`src/rtl/maxpool_seq_ctrl.sv`:
```
// Window sequencer for the 2x2 / stride-2 max-pooling datapath.
// Define MAXPOOL_SEQ_PERF_EN to add the perf_cycles busy-cycle counter output.
module maxpool_seq_ctrl #(
    parameter int unsigned IMG_W    = 28,
    parameter int unsigned IMG_H    = 28,
    parameter int unsigned ADDR_W   = 10,
    parameter int unsigned PIPE_LAT = 4
) (
    input  logic              clk,
    input  logic              rst_n,
    input  logic              start,
    input  logic              hold,
    output logic              busy,
    output logic              done,
    output logic              rd_en,
    output logic [ADDR_W-1:0] rd_addr0,
    output logic [ADDR_W-1:0] rd_addr1,
    output logic [ADDR_W-1:0] rd_addr2,
    output logic [ADDR_W-1:0] rd_addr3,
    output logic              mp_enable,
    output logic              mp_valid_in,
    output logic              mp_read,
    output logic              wr_en,
    output logic [ADDR_W-1:0] wr_addr
`ifdef MAXPOOL_SEQ_PERF_EN
    ,
    output logic [31:0]       perf_cycles
`endif
);

    localparam int unsigned DIM_MAX = (IMG_W > IMG_H) ? IMG_W : IMG_H;
    localparam int unsigned CNT_W   = $clog2(DIM_MAX) + 1;
    localparam logic [CNT_W-1:0] COL_LAST = CNT_W'(IMG_W - 2);
    localparam logic [CNT_W-1:0] ROW_LAST = CNT_W'(IMG_H - 2);

    typedef enum logic [1:0] {
        S_IDLE  = 2'd0,
        S_RUN   = 2'd1,
        S_DRAIN = 2'd2,
        S_DONE  = 2'd3
    } state_e;

    state_e              state_q, state_d;
    logic [CNT_W-1:0]    col_q, col_d;
    logic [CNT_W-1:0]    row_q, row_d;
    logic [PIPE_LAT:1]   v_q, v_d;
    logic [ADDR_W-1:0]   wr_addr_q, wr_addr_d;
    logic [ADDR_W-1:0]   rd_addr0_q, rd_addr0_d;
    logic [ADDR_W-1:0]   rd_addr1_q, rd_addr1_d;
    logic [ADDR_W-1:0]   rd_addr2_q, rd_addr2_d;
    logic [ADDR_W-1:0]   rd_addr3_q, rd_addr3_d;
    logic                busy_q, busy_d;
    logic                done_q, done_d;
    logic [31:0]         base_d;
    logic                start_acc;
    logic                last_win;
    logic                pipe_drained;
    logic                rd_en_c;
    logic                wr_en_c;

    assign start_acc    = (state_q == S_IDLE) && start;
    assign last_win     = (col_q == COL_LAST) && (row_q == ROW_LAST);
    // Drained when nothing but the final write remains in flight.
    assign pipe_drained = (v_q[PIPE_LAT-1:1] == '0);

    // State register
    always_ff @(posedge clk or negedge rst_n) begin
        if (!rst_n) begin
            state_q <= S_IDLE;
        end else begin
            state_q <= state_d;
        end
    end

    // Next-state logic; hold freezes the sequencer in RUN and DRAIN
    always_comb begin
        state_d = state_q;
        case (state_q)
            S_IDLE:  if (start) state_d = S_RUN;
            S_RUN:   if (!hold && last_win) state_d = S_DRAIN;
            S_DRAIN: if (!hold && pipe_drained) state_d = S_DONE;
            S_DONE:  state_d = S_IDLE;
            default: state_d = S_IDLE;
        endcase
    end

    // Output logic for the read request and max-unit controls
    always_comb begin
        rd_en_c     = (state_q == S_RUN) && !hold;
        wr_en_c     = v_q[PIPE_LAT] && !hold;
        rd_en       = rd_en_c;
        wr_en       = wr_en_c;
        mp_enable   = busy_q && !hold;
        mp_valid_in = v_q[1];
        mp_read     = v_q[PIPE_LAT-1];
        busy        = busy_q;
        done        = done_q;
        rd_addr0    = rd_addr0_q;
        rd_addr1    = rd_addr1_q;
        rd_addr2    = rd_addr2_q;
        rd_addr3    = rd_addr3_q;
        wr_addr     = wr_addr_q;
    end

    // Window counters, valid pipeline and write address
    always_comb begin
        col_d     = col_q;
        row_d     = row_q;
        v_d       = v_q;
        wr_addr_d = wr_addr_q;
        if (start_acc) begin
            col_d     = '0;
            row_d     = '0;
            v_d       = '0;
            wr_addr_d = '0;
        end else if (!hold) begin
            v_d = {v_q[PIPE_LAT-1:1], rd_en_c};
            if (wr_en_c) begin
                wr_addr_d = wr_addr_q + ADDR_W'(1);
            end
            if (rd_en_c) begin
                if (col_q == COL_LAST) begin
                    col_d = '0;
                    row_d = (row_q == ROW_LAST) ? '0 : row_q + CNT_W'(2);
                end else begin
                    col_d = col_q + CNT_W'(2);
                end
            end
        end
    end

    // Registered window addresses for the window about to be issued
    always_comb begin
        base_d     = 32'(row_d) * IMG_W + 32'(col_d);
        rd_addr0_d = '0;
        rd_addr1_d = '0;
        rd_addr2_d = '0;
        rd_addr3_d = '0;
        if (state_d == S_RUN) begin
            rd_addr0_d = ADDR_W'(base_d);
            rd_addr1_d = ADDR_W'(base_d + 32'd1);
            rd_addr2_d = ADDR_W'(base_d + IMG_W);
            rd_addr3_d = ADDR_W'(base_d + IMG_W + 32'd1);
        end
        busy_d = (state_d == S_RUN) || (state_d == S_DRAIN);
        done_d = (state_d == S_DONE);
    end

    always_ff @(posedge clk or negedge rst_n) begin
        if (!rst_n) begin
            col_q      <= '0;
            row_q      <= '0;
            v_q        <= '0;
            wr_addr_q  <= '0;
            rd_addr0_q <= '0;
            rd_addr1_q <= '0;
            rd_addr2_q <= '0;
            rd_addr3_q <= '0;
            busy_q     <= 1'b0;
            done_q     <= 1'b0;
        end else begin
            col_q      <= col_d;
            row_q      <= row_d;
            v_q        <= v_d;
            wr_addr_q  <= wr_addr_d;
            rd_addr0_q <= rd_addr0_d;
            rd_addr1_q <= rd_addr1_d;
            rd_addr2_q <= rd_addr2_d;
            rd_addr3_q <= rd_addr3_d;
            busy_q     <= busy_d;
            done_q     <= done_d;
        end
    end

`ifdef MAXPOOL_SEQ_PERF_EN
    logic [31:0] perf_q, perf_d;

    // Busy-cycle counter, hold cycles included; kept after done
    always_comb begin
        perf_d = perf_q;
        if (start_acc) begin
            perf_d = '0;
        end else if (busy_q) begin
            perf_d = perf_q + 32'd1;
        end
    end

    always_ff @(posedge clk or negedge rst_n) begin
        if (!rst_n) begin
            perf_q <= '0;
        end else begin
            perf_q <= perf_d;
        end
    end

    assign perf_cycles = perf_q;
`endif

endmodule

```
`config.mk`:
```
export PLATFORM = sky130hd
export DESIGN_NAME = maxpool_seq_ctrl
export DESIGN_NICKNAME = d
export VERILOG_FILES = /design/src/rtl/maxpool_seq_ctrl.sv
export SDC_FILE = /design/constraint.sdc
export NUM_CORES = 1
export LEC_CHECK = 0
export ABC_AREA = 1
export BUFFER_PORTS_ARGS = -buffer_cell sky130_fd_sc_hd__buf_2
export CAP_MARGIN = 20
export CORE_AREA = 2 2 83 85
export CTS_CLUSTER_DIAMETER = 120
export DETAILED_ROUTE_END_ITERATION = 8
export DIE_AREA = 0 0 85 87
export PLACE_DENSITY = 0.88
export SYNTH_ARGS = -nofsm -noshare
export SYNTH_HDL_FRONTEND = slang
export SYNTH_SLANG_ARGS = --single-unit
```
`constraint.sdc`:
```
create_clock -name clk -period 10.5 [get_ports clk]
set_input_delay 1.575 -clock clk [delete_from_list [all_inputs] [get_ports clk]]
set_output_delay 1.575 -clock clk [all_outputs]
set_load 0.005 [all_outputs]
```
# Yosys cells after proc, flatten, opt, wreduce, memory -nomap -nowiden
# Cells that the tools add are included.
dict set report op_classes {
  n_reduce_logical 13
  mux 22
  n_addsub 7
  eq_ne 9
  mul 1
}
# op count
set ops {}
lappend ops {{10-bit 2-to-1 mux} 7}
lappend ops {{6-bit 2-to-1 mux} 9}
lappend ops {{10-bit by 1-bit adder with 10-bit output, second input constant} 3}
lappend ops {{6-bit by 2-bit adder with 6-bit output, second input constant} 2}
lappend ops {{6-bit by 5-bit equality test with 1-bit output, second input constant} 2}
lappend ops {{10-bit by 5-bit adder with 10-bit output, second input constant} 1}
lappend ops {{10-bit by 6-bit adder with 10-bit output} 1}
lappend ops {{2-bit equality test, second input constant} 4}
lappend ops {{6-bit by 3-bit multiplier with 8-bit output, second input constant} 1}
lappend ops {{4-bit 2-to-1 mux} 2}
lappend ops {{2-bit one-hot mux with 4 select lines} 1}
lappend ops {{1-bit logical AND} 7}
lappend ops {{2-bit 2-to-1 mux} 3}
lappend ops {{2-bit by 1-bit equality test with 1-bit output, second input constant} 2}
lappend ops {{3-bit logical NOT} 1}
lappend ops {{2-bit logical NOT} 1}
lappend ops {{2-bit by 1-bit != test with 1-bit output, second input constant} 1}
lappend ops {{2-bit AND reduction} 1}
lappend ops {{2-bit nonzero test} 1}
lappend ops {{1-bit logical NOT} 1}
lappend ops {{1-bit logical OR} 1}
dict set report word_totals {
  register_bits 70
  inputBits 4
}

# Logic depth before layout (Yosys ltp)
# Gate-level depths: netlist of the first run.
dict set report depth {
  depth_word 11
  mapped_depth 29
  ltp_nobuf 29
}

# Worst setup path after synthesis of the first run
# Ideal clock, no wire load.
dict set report synth_path {
  path_kind {input port to flip-flop}
  start {input port start}
  end {register rd_addr3_q[9] (netlist: rd_addr3[9])}
  t_arrival_ps 5049
  setup_ps 117
  slack_ps 5334
  cell_stages 25
  path_buffers 0
  path_cell_list {nand3_2 > clkinv_1 > nor2_1 > inv_1 > o22ai_1 > inv_1 > fa_1 > inv_1 > ha_1 > fa_1 > ha_1 > nand2_1 > nand2_1 > nor2_1 > nand2_1 > nand2_4 > nor2_2 > inv_2 > nand2_2 > nor2_2 > nand2_1 > nor2_2 > nand2_1 > nand2_1 > nor2_1}
}
dict set report synth_via {
  elab_chain_len 7
  elab_cells_between_ends 11
  classes_between {3 x add/sub; 1 x mul; 1 x eq/ne; 5 x mux; 1 x reduce/logical}
}
# item line
set synth_rtl {}
lappend synth_rtl {{start: declaration} 11} ;# input logic start,
lappend synth_rtl {{1-bit logical AND} 61} ;# assign start_acc = (state_q == S_IDLE) && start;
lappend synth_rtl {{6-bit 2-to-1 mux} 111} ;# if (start_acc) begin
lappend synth_rtl {{via row_d[2]} 45} ;# logic [CNT_W-1:0] row_q, row_d;
lappend synth_rtl {{6-bit by 3-bit multiplier with 8-bit output} 134} ;# base_d = 32'(row_d) * IMG_W + 32'(col_d);
lappend synth_rtl {{10-bit by 6-bit adder with 10-bit output} 134}
lappend synth_rtl {{10-bit by 5-bit adder with 10-bit output} 143} ;# rd_addr3_d = ADDR_W'(base_d + IMG_W + 32'd1);
lappend synth_rtl {{10-bit by 1-bit adder with 10-bit output} 143}
lappend synth_rtl {{10-bit 2-to-1 mux} 139} ;# if (state_d == S_RUN) begin
lappend synth_rtl {{via rd_addr3_d[9]} 51} ;# logic [ADDR_W-1:0] rd_addr3_q, rd_addr3_d;
lappend synth_rtl {{end signal: assignment} 169} ;# rd_addr3_q <= rd_addr3_d;
lappend synth_rtl {{end: declaration} 51}
# The timed path passes the listed nets, and every way through them passes these cells.
# A chain may end at the register's enable or synchronous reset.

# Final worst setup path of the first run
# Same ends and word-level chain as after synthesis.

==> impl_metrics.ini, run 1 <==
[layout]
multi_input_area_sq_um = 1750
final_design_area_no_fill_sq_um = 4290
antenna-diode-count = 0
seq_area_sq_um = 1650
finish.cell_count_without_fillers = 604
fillCellCount = 520
layout.nets = 550
final_layout_size_suffix_gt1_share_pct = 21.6
area_delta_synth_final_pct = 13.7

[setup_path]
critical_path_required_ns = 10.73
timing.critical_path.slowest_cell_delay_ns = 0.52
critical_path.max_fanout = 18
critical_path_class = in -> reg
timing.rr.end = rd_addr3[9]$_DFF_PN0_
critPathSlowestCell = fa_1
regToRegStartpoint = state_q[1]$_DFF_PN0_
setup.worst_path.start = start
critPathArrivalTime_ns = 5.91
reg2reg_depth = 27
setup.reg_to_reg.worst_slack_ns = 5.68
critical_path.endpoint_type = flop
endpoint = rd_addr3[9]$_DFF_PN0_
path_common_cell = nand2_1
worst_setup_path_start_kind = input port

[synth]
mappedNetlistNets = 488
synth_largest_type_area_fraction_pct = 43.8
syn_avg_cell_area_sq_um = 8.25
synthesis.area_sq_um = 3770
synthArstFlopShare_pct = 100
ys.flop_type = dfrtp_1
synth_area_leaders = dfrtp_1 44%, nand2_1 7.8%, inv_1 7.4%, nor2_1 6.7%, ha_1 6.6%
synth_edf_count = 0
syn_inst = 457
unique_cell_type_count_in_the_yosys_netlist = 35
synth_largest_area_cell = dfrtp_1
synthesis.yosys.warnings = 0
yosysSeqAreaShare_pct = 43.8
synth_seq_cells = 66

[grt]
grt_first_pass_wirelength_microns = 13300
grt_antenna_before_repair = 0
grt_overflow_total = 0
grt_max_degree = 67
grt_use_total_pct = 22.4
first_global_vias = 3032

[power]
final_power_mw = 1.06
power_density_nw_per_um2 = 247
vdd_ir_drop_max_uv = 189
total_leakage_power_nw = 2.44

[sta]
hold_slack_ns = 0.518
timing.max_slew.rel_slack_pct = 47.7
setup_repair_after_global_routing_missed_its_margin = no
slew_violations = 0
final-setup-viol-count = 0
finClkSkew_ns = 0.00672
post-route-min-period_ns = 5.68
fmaxAchievable_ghz = 0.176
hold_viol = 0
timing.final.crit_share_pct = 54.1
setup-tns-final_ns = 0
worst_slew_pin_slew_ns = 0.784

[clock_tree]
tritoncts = yes
hold_buffers = 0
postCtsResizedCells = 0
clk_pin_slew_worst_paths_ns = 0.07
cts_buffers = 9
clock_tree.htree_level_count = 3
clock_tree_root_buffer_cell = clkbuf_8
worst_skew_pair.late_latency_ns = 0.34
cts_sinks = 66
cts_setup_buffers = 0
cts.path.max_buffers = 2

[worst_hold_path]
worst_hold_path_type = reg -> reg

[route]
vias_per_cell = 5.11
drt_pass1_iterations = 4
drt-total-wl_microns = 7540
drt-wirelength-per-cell_microns = 12.5
dr.first_iter.drc_count = 155
post-route-drc-count = 0
drtAntennaViolNets = 0
routed-via-count = 3089

[status]
outcome = complete, no violations

[place]
global_placer_s_final_weighted_congestion = 0.906
place.port_buffers = 60
placed_area_sq_um = 4110
dpl_wire_length_microns = 5630
dpl.cell_count = 588

[die]
io-pin-count = 61
core_area_sq_um = 6570
fp-row-count = 30
die-area_sq_um = 7400
floorplan.die.height_microns = 87
start_util_pct = 57.4
die_width_microns = 85

[job]
maxCapViolCount = 0
## logic make-up (layout without fill, tap and decap cells)
| logic type | count (synthesis) | count (layout) | share of synthesized area [%] |
|---|---|---|---|
| fa+ha+maj | 27 | 27 | 10.4 |
| simple gates | 229 | 229 | 28.4 |
| buf+inv | 90 | 157 | 9.79 |
| compound gates | 36 | 36 | 5.14 |
| flops | 66 | 66 | 43.8 |
| xor+xnor | 9 | 9 | 2.49 |
## stage by stage
stage	worst slack (ns)	util, %
5_1_grt	4.33	65.3
6_report	4.82	65.3
2_1_floorplan	5.33	-
3_5_place_dp	4.53	62.6
3_3_place_gp	4.74	62.6
4_1_cts	4.82	65.3
## placed cells by master (no fill, tap or decap), types with 4 or more instances in the layout
cell	count
a21oi_1	16
buf_2	60
clkbuf_1	4
clkbuf_8	9
dfrtp_1	66
fa_1	7
ha_1	20
inv_1	74
inv_2	5
nand2_1	78
nand2_2	16
nand3_1	30
nand4_1	9
nor2_1	67
nor2_2	9
nor3_1	7
o21ai_0	13
xor2_1	6
## worst max-delay path: cells and delay by family
kind | cells | cell delay (ns)
simple gates | 16 | 1.59
fa+ha+maj | 4 | 1.56
buf+inv | 6 | 0.84
compound gates | 1 | 0.32
## worst min-delay path by stage
stage	start	endpoint	cells after the start
CTS	col_q[5]$_DFF_PN0_	col_q[5]$_DFF_PN0_	1
floorplan	col_q[5]$_DFF_PN0_	col_q[5]$_DFF_PN0_	1
finish	col_q[5]$_DFF_PN0_	col_q[5]$_DFF_PN0_	1
detailed placement	col_q[5]$_DFF_PN0_	col_q[5]$_DFF_PN0_	1
global placement	col_q[5]$_DFF_PN0_	col_q[5]$_DFF_PN0_	1
global route	col_q[5]$_DFF_PN0_	col_q[5]$_DFF_PN0_	1
## state kept, by name, summed over array words and instances (netlist names)
| register | cells |
|---|---|
| busy | 1 |
| col_q | 6 |
| done | 1 |
| rd_addr0 | 8 |
| rd_addr1 | 8 |
| rd_addr2 | 10 |
| rd_addr3 | 10 |
| row_q | 6 |
| state_q | 2 |
| v_q | 4 |
| wr_addr | 10 |
## synthesized netlist by cell type (2+ instances only)
library cell and instances:
xor2_1 6, ha_1 20, nand2_4 2, nor2_4 2, a21oi_1 16, nor2_1 67, buf_6 2, inv_2 5
inv_1 74, dfrtp_1 66, nor3b_1 2, o22ai_1 2, xor2_2 2, nand4_1 9, o21ai_0 13, fa_1 7
nor3_1 7, nand2_1 78, nor4_1 2, buf_4 4, a211oi_1 2, clkbuf_1 3, nand2_2 16, nand3_1 30
nor2_2 9, nor3_2 2
## where the power goes
part	total [mW]	leakage (nW)	internal, mW	switching (mW)
Combinational	0.499	1.50	0.181	0.318
Sequential	0.360	0.840	0.329	0.0306
Clock	0.200	0.0914	0.109	0.0903
Total	1.06	2.44	0.619	0.439
## metal layers
layer / wire length [microns] / track usage [%] / share of wire [%] / up-vias
met5: 0 / 0 / 0 / -
met4: 105 / 8.08 / 1.4 / 0
li1: - / - / - / 1546
met2: 3850 / 39.7 / 51 / 90
met1: 3240 / 27.1 / 43 / 1442
met3: 349 / 4.64 / 4.6 / 11
## layout make-up
class	instances	share of cell area, %
multi-input cells	301	40.8
flip-flops and latches	66	38.5
repair buffers	61	7.18
inverters	80	7.00
clock buffers	13	3.24
well taps	80	2.33
clock inverters	3	0.933
Power figures use the tool's default switching activity.
==> inputs of run 2 (changes only) <==
Settings changed: CORE_AREA 2 2 83 85 to 2 2 89 91, DIE_AREA 0 0 85 87 to 0 0 91 93, PLACE_DENSITY 0.88 to 0.81.
Clock period 10.5 ns to 4.7 ns, I/O delays scaled along.
==> impl_metrics.ini, run 2 (synthesis results as in run 1) <==
[status]
outcome = complete, no violations

[layout]
finish.cell_count_without_fillers = 631
final_layout_size_suffix_gt1_share_pct = 23.3
layout_common_cells = 78 x nand2_1, 74 x inv_1, 66 x dfrtp_1, 65 x nor2_1, 60 x buf_2
mostFrequentLayoutCell = nand2_1
area_delta_synth_final_pct = 16.7
antenna-diode-count = 0
layout.nets = 555

[sta]
hold_viol = 0
finClkSkew_ns = 0.00900
timing.final.crit_share_pct = 89.7
timing.max_slew.rel_slack_pct = 47.1
worst_slew_pin_slew_ns = 0.793
fmaxAchievable_ghz = 0.237
final-setup-viol-count = 0
setup-tns-final_ns = 0
setup_repair_after_global_routing_missed_its_margin = no
post-route-min-period_ns = 4.22
slew_violations = 0

[clock_tree]
clock_tree_root_buffer_cell = clkbuf_8
clk_pin_slew_worst_paths_ns = 0.07
hold_buffers = 0
cts_buffers = 9
cts.path.max_buffers = 2
clock_tree.htree_level_count = 3
worst_skew_pair.late_latency_ns = 0.35
cts_sinks = 66
tritoncts = yes

[die]
die-area_sq_um = 8460
fp-row-count = 32
start_util_pct = 50.1
io-pin-count = 61
die_width_microns = 91
floorplan.die.height_microns = 93
core_area_sq_um = 7530

[route]
post-route-drc-count = 0
drtAntennaViolNets = 0
drt-total-wl_microns = 7900
drt_pass1_iterations = 5
vias_per_cell = 5.01
drt-wirelength-per-cell_microns = 12.5
dr.first_iter.drc_count = 280
routed-via-count = 3162

[setup_path]
regToRegStartpoint = col_q[1]$_DFF_PN0_
critical_path_class = reg -> reg
worst_setup_path_start_kind = flop
timing.rr.end = rd_addr3[9]$_DFF_PN0_
critical_path_required_ns = 4.95
critPathArrivalTime_ns = 4.46
setup.reg_to_reg.worst_slack_ns = 0.48
reg2reg_depth = 27
critical_path.max_fanout = 5
critical_path.endpoint_type = flop

[power]
p_int_mw = 1.46
power_switching_share_pct = 40.9
net-switching-power_mw = 1.01
power_density_nw_per_um2 = 561
total_leakage_power_nw = 2.48
clkPwrFrac_pct = 21.4
p_seq_share_pct = 32.6
vdd_ir_drop_max_uv = 206
comb_power_share_pct = 46.0

[grt]
grt_first_pass_wirelength_microns = 14000
grt_overflow_total = 0
grt_max_degree = 67
grt_antenna_before_repair = 0
first_global_vias = 3288
grt_use_total_pct = 20.3

[place]
dpl_wire_length_microns = 5770
global_placer_s_final_weighted_congestion = 0.908
place.port_buffers = 60
dpl.cell_count = 615

[worst_hold_path]
worst_hold_path_type = in -> async

[job]
maxCapViolCount = 0
## run 2: cell count changes in the layout (fill, tap and decap cells not counted), sizes merged
| cell | before | now |
|---|---|---|
| buf | 61 | 66 |
| bufinv | 1 | 2 |
| clkbuf | 13 | 11 |
| clkinvlp | 0 | 1 |
## run 2: layout make-up
| cell class | instances | area (sq um) |
|---|---|---|
| repair buffers | 66 | 345 |
| fillers | 684 | 3130 |
| flip-flops and latches | 66 | 1650 |
| clock buffers | 11 | 141 |
| clock inverters | 5 | 77.6 |
| multi-input cells | 301 | 1760 |
| inverters | 80 | 300 |
| well taps | 102 | 128 |
## run 2: routing by layer
layer	vias up	share of wire (%)	GRT usage [%]
met5	-	0	0
met4	0	2.0	10.4
met3	15	3.8	2.50
met2	76	53	36.3
met1	1518	42	24.2
li1	1553	-	-
## run 2: metrics by stage
step | hold WS [ns] | setup WS (ns) | instance area (sq um) | power, mW | utilization [%]
final | 0.528 | 0.482 | 4400 | 2.47 | 58.4
after global routing | 0.564 | 0.0127 | 4400 | 2.69 | 58.4
after CTS | 0.544 | 0.355 | 4390 | 2.47 | 58.4
after detailed placement | 0.502 | 0.121 | 4180 | 1.93 | 55.5
after global placement | 0.500 | 0.254 | 4180 | 1.88 | 55.5
after floorplan | 0.409 | 0.404 | 3770 | 1.61 | -
## run 2: worst max path at each step
stage,start,end,slack (ns),cells past startpoint
3_5_place_dp,hold,rd_addr3[9]$_DFF_PN0_,0.12,27
3_3_place_gp,hold,rd_addr3[9]$_DFF_PN0_,0.25,27
5_1_grt,col_q[1]$_DFF_PN0_,rd_addr3[9]$_DFF_PN0_,0.01,27
2_1_floorplan,start,rd_addr3[9]$_DFF_PN0_,0.40,25
4_1_cts,col_q[5]$_DFF_PN0_,rd_addr3[9]$_DFF_PN0_,0.36,26
6_report,col_q[1]$_DFF_PN0_,rd_addr3[9]$_DFF_PN0_,0.48,27
## run 2: power groups by stage
stage	registers [mW]	logic [mW]	clock network (mW)
global route	0.821	1.30	0.564
floorplan	0.827	0.785	0
global placement	0.805	1.08	0
finish	0.804	1.14	0.529
CTS	0.805	1.13	0.534
detailed placement	0.813	1.11	0
## run 2: critical path, cell delays in order (launching register included)
cell and delay (ns):
dfrtp_1 0.40, inv_1 0.08, nor2_1 0.11, nand3_1 0.14
nor2_2 0.18, nor2_1 0.08, nor3_1 0.28, inv_1 0.12
fa_1 0.49, inv_1 0.04, ha_1 0.21, fa_1 0.45
ha_1 0.37, nand2_1 0.08, nor2_1 0.09, nor2_1 0.06
nand2_1 0.09, nand2_4 0.09, nor2_4 0.10, nand2_1 0.08
inv_2 0.08, nand2_1 0.06, nand2_2 0.08, nand2_1 0.08
nor2_2 0.11, nand2_1 0.06, nand2_1 0.06, nor2_1 0.04
## run 2: repair_timing
item,in CTS,in global routing
buffers inserted,0,0
gates resized for setup,0,2
endpoints found under the setup margin,0,4
